===== src/rtl/common_pkg.sv =====
// Shared definitions for the sequential one-hot/multi-hot to binary encoder.
package common_pkg;

  // FSM state encoding. These are plain constants so older code can use them.
  localparam logic [0:0] ENC_ST_IDLE = 1'b0;
  localparam logic [0:0] ENC_ST_BUSY = 1'b1;

endpackage


===== src/rtl/prio_enc_param.sv =====
// Combinational priority encoder. It reports the lowest set index,
// whether any bit is set, and whether exactly one bit is set.
module prio_enc_param #(
  parameter int BITS = 2,
  parameter int SIZE = 4
) (
  input  logic [SIZE-1:0] i_vec,
  output logic [BITS-1:0] o_idx,
  output logic            o_any,
  output logic            o_one
);

  logic w_found;

  // Scan from bit 0 upward. The first set bit found gives the index.
  always_comb begin
    o_idx   = '0;
    w_found = 1'b0;
    for (int i = 0; i < SIZE; i++) begin
      if (i_vec[i] && !w_found) begin
        o_idx   = BITS'(i);
        w_found = 1'b1;
      end
    end
  end

  // Exactly one bit is set when the vector is nonzero and clearing its
  // lowest set bit leaves nothing.
  always_comb begin
    o_any = |i_vec;
    o_one = o_any && ((i_vec & (i_vec - SIZE'(1))) == '0);
  end

endmodule


===== src/rtl/encoder_param_seq.sv =====
// Sequential encoder. It captures a SIZE-bit vector and then emits the binary
// index of each set bit, lowest first, one index per output handshake.
//
// Handshakes: a transfer happens on a rising edge where valid and ready are
// both high. in_ready depends only on state and rst, never on in_valid.
// Once out_valid is high, out and out_last hold until out_ready accepts them.
module encoder_param_seq
  import common_pkg::*;
#(
  parameter int BITS = 2,
  parameter int SIZE = 4
) (
  input  logic            clk,
  input  logic            rst,
  input  logic            in_valid,
  output logic            in_ready,
  input  logic [SIZE-1:0] in,
  output logic [BITS-1:0] out,
  output logic            out_valid,
  input  logic            out_ready,
  output logic            out_last,
  output logic            none,
  output logic [0:0]      o_dbg_state
);

  logic [0:0]      r_state;
  logic [SIZE-1:0] r_pend;
  logic [BITS-1:0] r_out;
  logic            r_out_valid;
  logic            r_out_last;
  logic            r_none;

  logic [BITS-1:0] w_in_idx;
  logic            w_in_any;
  logic            w_in_one;
  logic [SIZE-1:0] w_cur_mask;
  logic [SIZE-1:0] w_rem;
  logic [BITS-1:0] w_nxt_idx;
  logic            w_nxt_any;
  logic            w_nxt_one;

  // Load path: this encoder finds the first index of the incoming vector.
  prio_enc_param #(.BITS(BITS), .SIZE(SIZE)) u_enc_in (
    .i_vec (in),
    .o_idx (w_in_idx),
    .o_any (w_in_any),
    .o_one (w_in_one)
  );

  // Build a one-hot mask of the index now being presented, then take the
  // pending bits that remain once that index is consumed.
  always_comb begin
    w_cur_mask = '0;
    for (int i = 0; i < SIZE; i++) begin
      w_cur_mask[i] = (r_out == BITS'(i));
    end
    w_rem = r_pend & ~w_cur_mask;
  end

  // Next-index path: this encoder works on the remaining pending bits.
  prio_enc_param #(.BITS(BITS), .SIZE(SIZE)) u_enc_nxt (
    .i_vec (w_rem),
    .o_idx (w_nxt_idx),
    .o_any (w_nxt_any),
    .o_one (w_nxt_one)
  );

  // Ready to accept only in IDLE. It is held low while reset is asserted.
  always_comb begin
    in_ready = (r_state == ENC_ST_IDLE) && !rst;
  end

  // FSM, pending vector and registered outputs.
  always_ff @(posedge clk) begin
    if (rst) begin
      r_state     <= ENC_ST_IDLE;
      r_pend      <= '0;
      r_out       <= '0;
      r_out_valid <= 1'b0;
      r_out_last  <= 1'b0;
      r_none      <= 1'b0;
    end else begin
      r_none <= 1'b0;
      case (r_state)
        ENC_ST_IDLE: begin
          if (in_valid && in_ready) begin
            if (w_in_any) begin
              r_pend      <= in;
              r_out       <= w_in_idx;
              r_out_last  <= w_in_one;
              r_out_valid <= 1'b1;
              r_state     <= ENC_ST_BUSY;
            end else begin
              // An all-zero vector has no indices. Flag it and drop it.
              r_none <= 1'b1;
            end
          end
        end
        ENC_ST_BUSY: begin
          if (r_out_valid && out_ready) begin
            r_pend <= w_rem;
            if (w_nxt_any) begin
              r_out      <= w_nxt_idx;
              r_out_last <= w_nxt_one;
            end else begin
              r_out_valid <= 1'b0;
              r_out_last  <= 1'b0;
              r_state     <= ENC_ST_IDLE;
            end
          end
        end
        default: begin
          r_state <= ENC_ST_IDLE;
        end
      endcase
    end
  end

  // Drive the output ports from their registers.
  always_comb begin
    out         = r_out;
    out_valid   = r_out_valid;
    out_last    = r_out_last;
    none        = r_none;
    o_dbg_state = r_state;
  end

endmodule


===== config.mk =====
export PLATFORM = sky130hd
export DESIGN_NAME = encoder_param_seq
export DESIGN_NICKNAME = d
export VERILOG_FILES = /design/src/rtl/common_pkg.sv /design/src/rtl/prio_enc_param.sv /design/src/rtl/encoder_param_seq.sv
export SDC_FILE = /design/constraint.sdc
export NUM_CORES = 1
export LEC_CHECK = 0
export ABC_AREA = 0
export BUFFER_PORTS_ARGS = -buffer_cell sky130_fd_sc_hd__clkbuf_2
export CORE_UTILIZATION = 24
export CTS_BUF_LIST = sky130_fd_sc_hd__clkbuf_16
export DETAILED_ROUTE_END_ITERATION = 8
export GPL_TIMING_DRIVEN = 1
export SYNTH_ARGS = -nofsm -noshare
export SYNTH_HDL_FRONTEND = slang
export SYNTH_SLANG_ARGS = --single-unit

===== constraint.sdc =====
create_clock -name clk -period 3.1 [get_ports clk]
set_clock_uncertainty 0.1 [all_clocks]
set_input_delay 0.155 -clock clk [delete_from_list [all_inputs] [get_ports clk]]
set_output_delay 0.155 -clock clk [all_outputs]
set_load 0.02 [all_outputs]

# ---- Yosys cells after proc, flatten, opt, wreduce, memory -nomap -nowiden
# Index checks and enable logic that the tools add are counted.
dict set report totals {
  register_bits 10
  latchBits 0
  ramBits 0
  mem_bits_ro 0
  inputBits 8
  output_inout_bits 7
  elab_cells 86
  mem_count 0
}
dict set report classes {
  n_addsub 2
  n_mul 0
  n_div 0
  n_lt_le_gt_ge 0
  eq_ne 8
  shifts 0
  mux 37
  bitwise_logic 6
  n_reduce_logical 27
}
# operator count
set op_table {}
lappend op_table {{two-way mux 1 bit} 21}
lappend op_table {{two-way mux 2 bit} 8}
lappend op_table {{AND 4 bit} 3}
lappend op_table {{two-way mux 4 bit} 3}
lappend op_table {{logical AND 1 bit} 11}
lappend op_table {{logical NOT 4 bit} 2}
lappend op_table {{inequality test 2 x 1 -> 1 bit (second input constant)} 4}
lappend op_table {{one-hot mux 4 bit (2 select lines)} 1}
lappend op_table {{AND reduction 4 bit} 2}
lappend op_table {{OR reduction 4 bit} 2}
lappend op_table {{subtractor 4 x 1 -> 4 bit (second input constant)} 2}
lappend op_table {{logical NOT 1 bit} 7}
lappend op_table {{one-hot mux 1 bit (2 select lines)} 3}
lappend op_table {{equality test 2 bit (second input constant)} 2}
lappend op_table {{NOT 4 bit} 1}
lappend op_table {{one-hot mux 2 bit (2 select lines)} 1}
lappend op_table {{AND reduction 3 bit} 1}
lappend op_table {{OR reduction 3 bit} 1}
lappend op_table {{equality test 2 x 1 -> 1 bit (second input constant)} 1}
lappend op_table {{logical NOT 2 bit} 1}
lappend op_table {{inequality test 2 bit (second input constant)} 1}
lappend op_table {{NOT 1 bit} 2}

# ---- Logic depth before layout (Yosys ltp)
# Gate-level depths: netlist of the first run.
dict set report logic_depth {
  word_depth 16
  ltp_mapped 7
  depth_no_buf 5
}

# ---- Modules after synthesis
# A second synthesis of the first run with hierarchy kept.
dict set report unflattened {
  cells_unflattened 83
  hier_area_um2 706.9
}
# module n_inst cells_each area_per_inst_um2 seq_area_each_um2
set modules_own_cells {}
lappend modules_own_cells {encoder_param_seq 1 59 566.8 200.2}
lappend modules_own_cells {prio_enc_param 2 12 70.1 0.0}

# ---- Least setup slack after synthesis of the first run
# No wires, ideal clock.
dict set report synth_path {
  path_type {register to register}
  from {register r_out[0] (netlist: out[0])}
  to {register r_out[0] (netlist: out[0])}
  setup_time_ns 0.131
  arrival_time_ns 1.488
  t_required_ns 2.869
  setup_slack_ns 1.381
  stages_incl_launch_ff 7
  path_buffers 1
  synth_period_minus_slack_ns 1.719
  cell_sequence {dfxtp_1 buf_2 or3_1 or3_1 and2_1 o22ai_1 a211oi_1}
}
dict set report synth_via {
  elab_chain_len 16
  elab_cells_between_ends 24
  classes_between {eq/ne (4); mux (9); bitwise (2); reduce/logical (9)}
}
# element line
set synth_lines {}
lappend synth_lines {{start, declared} encoder_param_seq.sv:28} ;# logic [BITS-1:0] r_out;
lappend synth_lines {{start signal, assigned} encoder_param_seq.sv:89} ;# r_out <= w_in_idx;
lappend synth_lines {{start signal, assigned} encoder_param_seq.sv:103} ;# r_out <= w_nxt_idx;
lappend synth_lines {{logical NOT 2 bit} encoder_param_seq.sv:55} ;# w_cur_mask[i] = (r_out == BITS'(i));
lappend synth_lines {{NOT 4 bit *} encoder_param_seq.sv:57} ;# w_rem = r_pend & ~w_cur_mask;
lappend synth_lines {{AND 4 bit *} encoder_param_seq.sv:57}
lappend synth_lines {{two-way mux 1 bit} prio_enc_param.sv:20} ;# if (i_vec[i] && !w_found) begin
lappend synth_lines {{logical NOT 1 bit} prio_enc_param.sv:20}
lappend synth_lines {{logical AND 1 bit} prio_enc_param.sv:20}
lappend synth_lines {{two-way mux 1 bit} prio_enc_param.sv:20}
lappend synth_lines {{logical NOT 1 bit} prio_enc_param.sv:20}
lappend synth_lines {{logical AND 1 bit} prio_enc_param.sv:20}
lappend synth_lines {{two-way mux 1 bit} prio_enc_param.sv:20}
lappend synth_lines {{logical NOT 1 bit} prio_enc_param.sv:20}
lappend synth_lines {{logical AND 1 bit} prio_enc_param.sv:20}
lappend synth_lines {{two-way mux 2 bit} prio_enc_param.sv:20}
lappend synth_lines {{two-way mux 2 bit} encoder_param_seq.sv:102} ;# if (w_nxt_any) begin
lappend synth_lines {{two-way mux 2 bit} encoder_param_seq.sv:100} ;# if (r_out_valid && out_ready) begin
lappend synth_lines {{one-hot mux 2 bit (2 select lines)} encoder_param_seq.sv:84} ;# case (r_state)
# Mark *: on every way between the ends. The rest lies on a longest branch, timed or not. The select of a mux whose other input is x is not followed.
# A chain may end at the register's enable or synchronous reset.

# ---- Worst setup path after layout of the first run
dict set report layout_path {
  from {register r_state (netlist: o_dbg_state)}
  to {register r_out[0] (netlist: out[0])}
}
dict set report layout_via {
  elab_chain_len 5
  elab_cells_between_ends 9
  classes_between {eq/ne (4); mux (1); bitwise (1); reduce/logical (3)}
}
# element line
set layout_lines {}
lappend layout_lines {{start, declared} encoder_param_seq.sv:26} ;# logic [0:0] r_state;
lappend layout_lines {{start signal, assigned} encoder_param_seq.sv:76} ;# r_state <= ENC_ST_IDLE;
lappend layout_lines {{start signal, assigned} encoder_param_seq.sv:92} ;# r_state <= ENC_ST_BUSY;
lappend layout_lines {{start signal, assigned} encoder_param_seq.sv:108} ;# r_state <= ENC_ST_IDLE;
lappend layout_lines {{NOT 1 bit} --}
lappend layout_lines {{logical AND 1 bit} encoder_param_seq.sv:70} ;# in_ready = (r_state == ENC_ST_IDLE) && !rst;
lappend layout_lines {{logical AND 1 bit} encoder_param_seq.sv:86} ;# if (in_valid && in_ready) begin
lappend layout_lines {{inequality test 2 x 1 -> 1 bit (no line)} --}
lappend layout_lines {{AND reduction 4 bit (no line)} --}
# Parallel ways exist; a longest one is shown, timed or not.

==> impl_metrics.yaml, run 1 <==
status:
  outcome: "complete, but fails checks"
  violations: "DRC"
yosys:
  netlist_instances: 100
  synth.most_common_cell: "nand2_1"
  ys_warn_count: 0
  ys_types: 41
  syn_area_per_cell_um2: 7.51
  ys.flop_type: "dfxtp_1"
  synthAdderAreaFrac_pct: 0
  yosys.area_share.simple_pct: 31.3
  synth_fp_nets: 108
  synth_common_cells: "nand2_1 (11), dfxtp_1 (10), nor2_1 (10)"
  synth_edf_count: 0
  synthMuxAreaShare_pct: 1.33
  seq_area_frac_synth_pct: 26.7
  synth_area_um2: 751
  synth-xor-area-share_pct: 1.17
  synth_area_leader_cell: "dfxtp_1"
  synth-async-reset-ratio_pct: 0
  synthTopCellsByArea: "dfxtp_1 (27%), nand2_1 (5.5%), nor2_1 (5.0%)"
  synth.top_cell.area_share_pct: 26.7
  ys_seq_elements: 10
  synth_top_family_by_area: "compound AO/OA/AOI/OAI gates"
  synth_compound_area_share_pct: 31.7
routing:
  vias: 767
  drt_iter0_drc: 38
  first_pass_iters: 7
  via_per_inst: 5.48
  wl_mm: 1.89
  wl_per_cell_um: 13.5
  drc: 3
  ant_nets: 0
setup_path:
  slowest_stage: "nor3b_2"
  worst-setup-path-type: "flip-flop to flip-flop"
  slowest_delay_ps: 570
  worst-path-max-fanout: 17
  endpoint_kind: "flip-flop"
  required_ps: 3110
  worstPathArrival_ps: 2130
  cp_cell_sequence: "nor3b_2 -> o2bb2ai_2 -> o311ai_0 -> a31oi_1 -> a211oi_1"
  setup.worst_path.start_class: "flip-flop"
timing:
  tns_ps: 0
  slew_headroom_pct: 62.8
  hold_violations: 0
  min_period_ps: 2120
  fmax_mhz: 472
  drv_slew: 0
  rsz0062_at_grt: "no"
  setup_viol: 0
  fin_crit_sh_pct: 68.3
  worst_slew_pin_slew_ps: 556
clock_network:
  numCtsBuffers: 3
  cts_tree: "done"
  ctsResizeCount: 0
  cts_hold_buf: 0
  root_buffer: "clkbuf_16"
  clk_latency_ps: 240
  clock_path_buffers: 2
  post_cts_buffers: 0
  cts-htree-levels: 1
  cts_num_sinks: 10
  clk_pin_slew_worst_paths_ps: 40
layout:
  n_antenna_cell: 0
  drive_gt1_share_pct: 21.1
  register_area_um2: 200
  layout.nets: 119
  multi_input_area_um2: 492
  syn_to_final_growth_pct: 18.2
  num-fill-cells: 312
global_route:
  grt_antenna_before_repair: 0
  gr-usage-all-layers_pct: 13.1
  grt_pass1_wl_mm: 3.24
  grt_pass1_vias: 697
  overflow: 0
  grt_max_degree: 18
die:
  pin_count: 15
  start_util_pct: 26.3
  coreArea_mm2: 0.00285
  fp.dieH_um: 57.9
  rows: 19
  die_w_um: 57.9
  dieArea_mm2: 0.00336
placed_design:
  io_buffers: 14
  gp_congestion: 0.883
  dpl.hpwl_mm: 1.38
power_and_ir_drop:
  p_total_w: 0.000503
  power-per-cell-area_mw_per_mm2: 567
  vdd_drop_max_uv: 181
  power.leakage_nw: 0.332
worst_hold_path:
  hp-class: "input pin to flip-flop"
run:
  cap_violations: 0
[sequential cells by signal, indices dropped and copies added, names as in the netlist]
signal and flops:
r_pend 4, out 2, none 1, o_dbg_state 1, out_last 1, out_valid 1
[placed cells by master, fill, tap and decap left out, types with 2 or more instances in the layout]
master     netlist  layout
or3_1            2       2
inv_1            3       3
nand2b_1         3       3
o31ai_1          2       2
clkbuf_2         0      14
and2_1           2       2
nand3_1          6       6
nor2_1          10      10
a31oi_1          2       2
clkbuf_16        0       3
dfxtp_1         10      10
nor2b_1          2       2
a21oi_1          5       5
a22oi_1          3       3
nand2_1         11      11
o21a_1           2       2
o21ai_0          7       7
[cells by family (layout without fill, tap and decap cells)]
kind of cell           after synthesis  after routing
AND/OR/NAND/NOR                     44             44
AO/OA/AOI/OAI                       33             33
buffers and inverters               11             20
flip-flops                          10             10
XOR/XNOR                             1              1
multiplexers                         1              1
[through the flow]
step | util (%) | instances | cell area, µm² | worst slack (ps) | hold WS (ps)
floorplan | - | 100 | 751 | 1380 | 215
global placement | 28.5 | 137 | 812 | 1020 | 410
detailed placement | 28.5 | 137 | 812 | 1010 | 416
CTS | 31.1 | 140 | 887 | 1000 | 170
global route | 31.1 | 140 | 887 | 844 | 209
finish | 31.1 | 140 | 887 | 982 | 171
[per-layer routing]
layer / routed length (µm) / up-vias / GRT usage [%]
met5: 0 / - / 0
met4: 50 / 0 / 9.18
met1: 954 / 352 / 17.3
met2: 764 / 27 / 17.9
met3: 123 / 4 / 4.24
li1: - / 384 / -
[critical path, delay by kind of cell (launching register included)]
kind | cells | cell delay, ps
compound gates | 4 | 850
simple gates | 1 | 570
flops | 1 | 470
[power by group]
group | total [W] | switching (W) | internal (W)
Sequential | 0.000164 | 0.0000241 | 0.000140
Combinational | 0.000112 | 0.0000662 | 0.0000458
Clock | 0.000227 | 0.0000596 | 0.000167
Total | 0.000503 | 0.000150 | 0.000353
[area by class of cell]
| type | count | area share, % |
|---|---|---|
| Timing Repair Buffer | 14 | 7.90 |
| Tap cell | 31 | 4.37 |
| Inverter | 3 | 1.27 |
| Sequential cell | 10 | 22.6 |
| Multi-Input combinational cell | 79 | 55.4 |
| Clock buffer | 3 | 8.46 |
[final timing paths]
kind / from / endpoint / slack, ps / cells past startpoint
setup / recovery: o_dbg_state$_SDFF_PP0_ / out[0]$_SDFFE_PP0P_ / 980 / 5
hold / removal: rst / out[1]$_SDFFE_PP0P_ / 170 / 2
setup reg to reg: o_dbg_state$_SDFF_PP0_ / out[0]$_SDFFE_PP0P_ / 980 / 5
hold reg to reg: out_valid$_SDFFE_PP0P_ / out_valid$_SDFFE_PP0P_ / 470 / 3
(Power assumes the default switching activity.)
==> inputs of run 2 (changes only) <==
clock period = 1.8 ns   (was 3.1 ns; I/O delays follow)
==> impl_metrics.yaml, run 2 (synthesized netlist as in run 1, its figures left out) <==
timing:
  setup_ws_ps: 122
  drv_slew: 0
  setup_viol: 0
  fmax_mhz: 596
  slew_headroom_pct: 76.1
  hold_violations: 0
  min_period_ps: 1680
  fin_crit_sh_pct: 93.2
  worst_slew_pin_slew_ps: 355
  tns_ps: 0
  rsz0062_at_grt: "no"
die:
  dieArea_mm2: 0.00336
  die_w_um: 57.9
  start_util_pct: 26.3
  coreArea_mm2: 0.00285
  fp.dieH_um: 57.9
  pin_count: 15
  rows: 19
setup_path:
  required_ps: 1830
  worstPathArrival_ps: 1710
  setup.worst_path.start_class: "flip-flop"
  crit_family: "simple AND/OR/NAND/NOR gates"
  worst-setup-path-type: "flip-flop to flip-flop"
  slowest_stage: "dfxtp_2"
  worst-path-max-fanout: 9
  slowest_delay_ps: 360
  critPathBufInv: 0
  cp_cell_sequence: "or3_1 -> or3_1 -> nand3_1 -> nand2_1 -> a211oi_1"
  endpoint_kind: "flip-flop"
  cp_common_cell: "or3_1"
placed_design:
  io_buffers: 14
  gp_congestion: 0.897
  dp_slack_ps: 77.9
  placed_area_um2: 872
  dpl.hpwl_mm: 1.51
worst_hold_path:
  hp-class: "input pin to flip-flop"
routing:
  wl_per_cell_um: 14.1
  drt_iter0_drc: 39
  via_per_inst: 5.45
  first_pass_iters: 6
  wl_mm: 2.10
  ant_nets: 0
  vias: 812
  drc: 3
layout:
  final_area_um2: 953
  drive_gt1_share_pct: 28.0
  n_antenna_cell: 0
  layout_commonest_cell: "clkbuf_2"
  max_flop_register: "r_pend"
  register_area_um2: 203
  final_cell_mix: "clkbuf_2 (14), nand2_1 (11), nor2_1 (10), dfxtp_1 (8), buf_4 (8)"
  syn_to_final_growth_pct: 27.0
  num-fill-cells: 301
  largest_reg_flops: 4
  layout.nets: 127
  multi_input_area_um2: 492
power_and_ir_drop:
  p_total_w: 0.000896
  internal_power_w: 0.000632
  vdd_drop_max_uv: 567
  pwr-share-seq_pct: 30.2
  power.leakage_nw: 0.375
  switching_share_pct: 29.5
  p_comb_share_pct: 26.5
  p_clk_share_pct: 43.2
  switching_power_w: 0.000264
  power-per-cell-area_mw_per_mm2: 939
clock_network:
  clock_path_buffers: 2
  root_buffer: "clkbuf_16"
  clk_pin_slew_worst_paths_ps: 40
  cts_tree: "done"
  numCtsBuffers: 3
  cts_num_sinks: 10
  cts-htree-levels: 1
  clk_latency_ps: 230
  post_cts_buffers: 0
global_route:
  grt_pass1_vias: 729
  grt_max_degree: 13
  grt_pass1_wl_mm: 3.43
  overflow: 0
  grt_antenna_before_repair: 0
  gr-usage-all-layers_pct: 13.0
run:
  cap_violations: 0
status:
  violations: "DRC"
  outcome: "complete, but fails checks"
[run 2: changes by cell type in the layout (fill, tap and decap cells not counted)]
cell / delta
clkinv_1: +1
buf_4: +8
dfxtp_1: -2
dfxtp_2: +2
[run 2: path summary, 6_finish.rpt]
path	from	to	slack [ps]	depth (start not counted)
max	r_pend[2]$_SDFFE_PP0P_	out[0]$_SDFFE_PP0P_	120	5
min	in[1]	r_pend[1]$_SDFFE_PP0P_	130	3
max reg2reg	r_pend[2]$_SDFFE_PP0P_	out[0]$_SDFFE_PP0P_	120	5
min reg2reg	out_valid$_SDFFE_PP0P_	out_valid$_SDFFE_PP0P_	480	3
[run 2: area by class of cell]
class / count / area share (%)
Timing Repair Buffer: 22 / 13.6
Inverter: 3 / 1.18
Tap cell: 31 / 4.07
Clock inverter: 1 / 0.394
Clock buffer: 3 / 7.87
Multi-Input combinational cell: 79 / 51.6
Sequential cell: 10 / 21.3
[run 2: layer usage]
layer  track usage [%]  vias up  wire length (µm)
met4              2.04        0                 0
met2              18.4       44               854
li1                  -      407                 -
met1              19.5      361              1040
met3              4.24        0               213
met5                 0        -                 0
[run 2: metrics by stage]
| step | hold WS (ps) | std cells | util (%) |
|---|---|---|---|
| 2_1_floorplan | 150 | 100 | - |
| 3_3_place_gp | 362 | 145 | 30.6 |
| 3_5_place_dp | 365 | 145 | 30.6 |
| 4_1_cts | 125 | 149 | 33.3 |
| 5_1_grt | 165 | 149 | 33.4 |
| 6_report | 128 | 149 | 33.4 |
[run 2: timing repair]
action / CTS / global route
resized for setup: 0 / 2
endpoints found under the setup margin: 0 / 2
hold buffers: 0 / 0
[run 2: power by group through the flow]
stage	combinational (W)	clock, W	sequential [W]
after floorplan	0.000156	0	0.000273
after CTS	0.000236	0.000399	0.000269
after global placement	0.000235	0	0.000272
final	0.000238	0.000387	0.000271
after detailed placement	0.000234	0	0.000273
after global routing	0.000259	0.000413	0.000275
[run 2: tightest hold or removal path: stages]
cell	delay [ps]
clkbuf_2	150
a22oi_1	100
nor2_1	80
==> inputs of run 3 (changes only) <==
CORE_ASPECT_RATIO = 1.5   (was unset)
SLEW_MARGIN = 25   (was unset)
==> impl_metrics.yaml, run 3 (synthesized netlist as in run 1, its figures left out) <==
timing:
  fmax_mhz: 596
  drv_slew: 0
  hold_violations: 0
  min_period_ps: 1680
  setup_ws_ps: 122
  rsz0062_at_grt: "no"
  worst_slew_pin_slew_ps: 428
  tns_ps: 0
  fin_crit_sh_pct: 93.2
  setup_viol: 0
  slew_headroom_pct: 71.1
die:
  fp.dieH_um: 70.5
  die_w_um: 47.7
  start_util_pct: 25.5
  coreArea_mm2: 0.00294
  rows: 24
  dieArea_mm2: 0.00336
  pin_count: 15
clock_network:
  cts_num_sinks: 10
  cts-htree-levels: 1
  numCtsBuffers: 3
  cts_hold_buf: 0
  clk_pin_slew_worst_paths_ps: 40
  root_buffer: "clkbuf_16"
  cts_tree: "done"
  clock_path_buffers: 2
  clk_latency_ps: 230
setup_path:
  crit_family: "simple AND/OR/NAND/NOR gates"
  worstPathArrival_ps: 1690
  cp_common_cell: "or3_1"
  endpoint_kind: "flip-flop"
  worst-setup-path-type: "flip-flop to flip-flop"
  slowest_stage: "dfxtp_1"
  cp_cell_sequence: "or3_1 -> or3_1 -> and2_1 -> o22ai_1 -> a211oi_2"
  worst-path-max-fanout: 9
  setup.worst_path.start_class: "flip-flop"
  required_ps: 1810
  slowest_delay_ps: 370
  critPathBufInv: 0
layout:
  syn_to_final_growth_pct: 30.8
  largest_reg_flops: 4
  layout_commonest_cell: "clkbuf_2"
  final_cell_mix: "clkbuf_2 (14), nand2_1 (11), nor2_1 (10), buf_4 (10), dfxtp_1 (9)"
  final_cells: 159
  n_antenna_cell: 0
  drive_gt1_share_pct: 29.2
  layout.nets: 129
  max_flop_register: "r_pend"
global_route:
  grt_antenna_before_repair: 0
  gr-usage-all-layers_pct: 14.2
  overflow: 0
  grt_pass1_vias: 785
  grt_pass1_wl_mm: 3.42
  grt_max_degree: 15
routing:
  wl_per_cell_um: 13.1
  first_pass_iters: 3
  via_per_inst: 5.07
  drt_iter0_drc: 10
  drc: 0
  ant_nets: 0
  vias: 806
  wl_mm: 2.09
status:
  outcome: "finished clean"
placed_design:
  placed_cells: 155
  io_buffers: 14
  dp_slack_ps: 40.3
  gp_congestion: 0.871
  dpl.hpwl_mm: 1.70
power_and_ir_drop:
  power.leakage_nw: 0.385
  power-per-cell-area_mw_per_mm2: 921
  p_total_w: 0.000905
  vdd_drop_max_uv: 641
run:
  cap_violations: 0
worst_hold_path:
  hp-class: "input pin to flip-flop"
run 3: cell types whose count changed in the layout (fill, tap and decap cells not counted), sizes merged:
cell  change
buf       +2
run 3: tightest hold or removal path, delay by kind of cell:
| kind | cells | cell delay, ps |
|---|---|---|
| buffers and inverters | 1 | 90 |
| AND/OR/NAND/NOR | 3 | 250 |
run 3: where the power goes:
part,switching (W),internal [W]
sequential,0.0000270,0.000242
clock,0.0000996,0.000291
combinational,0.000141,0.000105
run 3: worst paths after layout:
path	startpoint	endpoint	slack, ps	depth (start not counted)
min	in[0]	out_valid$_SDFFE_PP0P_	120	4
max reg2reg	r_pend[2]$_SDFFE_PP0P_	out[0]$_SDFFE_PP0P_	120	5
min reg2reg	out_valid$_SDFFE_PP0P_	out_valid$_SDFFE_PP0P_	450	3
max	r_pend[2]$_SDFFE_PP0P_	out[0]$_SDFFE_PP0P_	120	5
run 3: per-layer routing:
layer | GRT usage (%) | routed length, µm | up-vias
met3 | 4.39 | 81 | 10
met5 | 0 | 0 | -
met4 | 8.33 | 104 | 0
met2 | 24.8 | 1100 | 23
li1 | - | - | 405
met1 | 13.5 | 794 | 368
run 3: through the flow:
step / instance area, µm² / util, % / hold slack, ps
after floorplan: 751 / - / 150
after global placement: 897 / 30.5 / 367
after detailed placement: 897 / 30.5 / 365
after CTS: 976 / 33.2 / 122
after global routing: 982 / 33.4 / 151
final: 982 / 33.4 / 125
run 3: layout make-up:
class	count	area (µm²)
Timing Repair Buffer	24	145
Fill cell	337	1960
Multi-Input combinational cell	79	497
Sequential cell	10	201
Clock inverter	1	3.75
Inverter	3	11.3
Tap cell	39	48.8
Clock buffer	3	75.1
run 3: timing repair:
item / 4_1_cts / 5_1_grt
setup endpoints to repair: 0 / 2
hold endpoints to repair: 0 / 0
buffers inserted: 0 / 0
resized for setup: 0 / 2
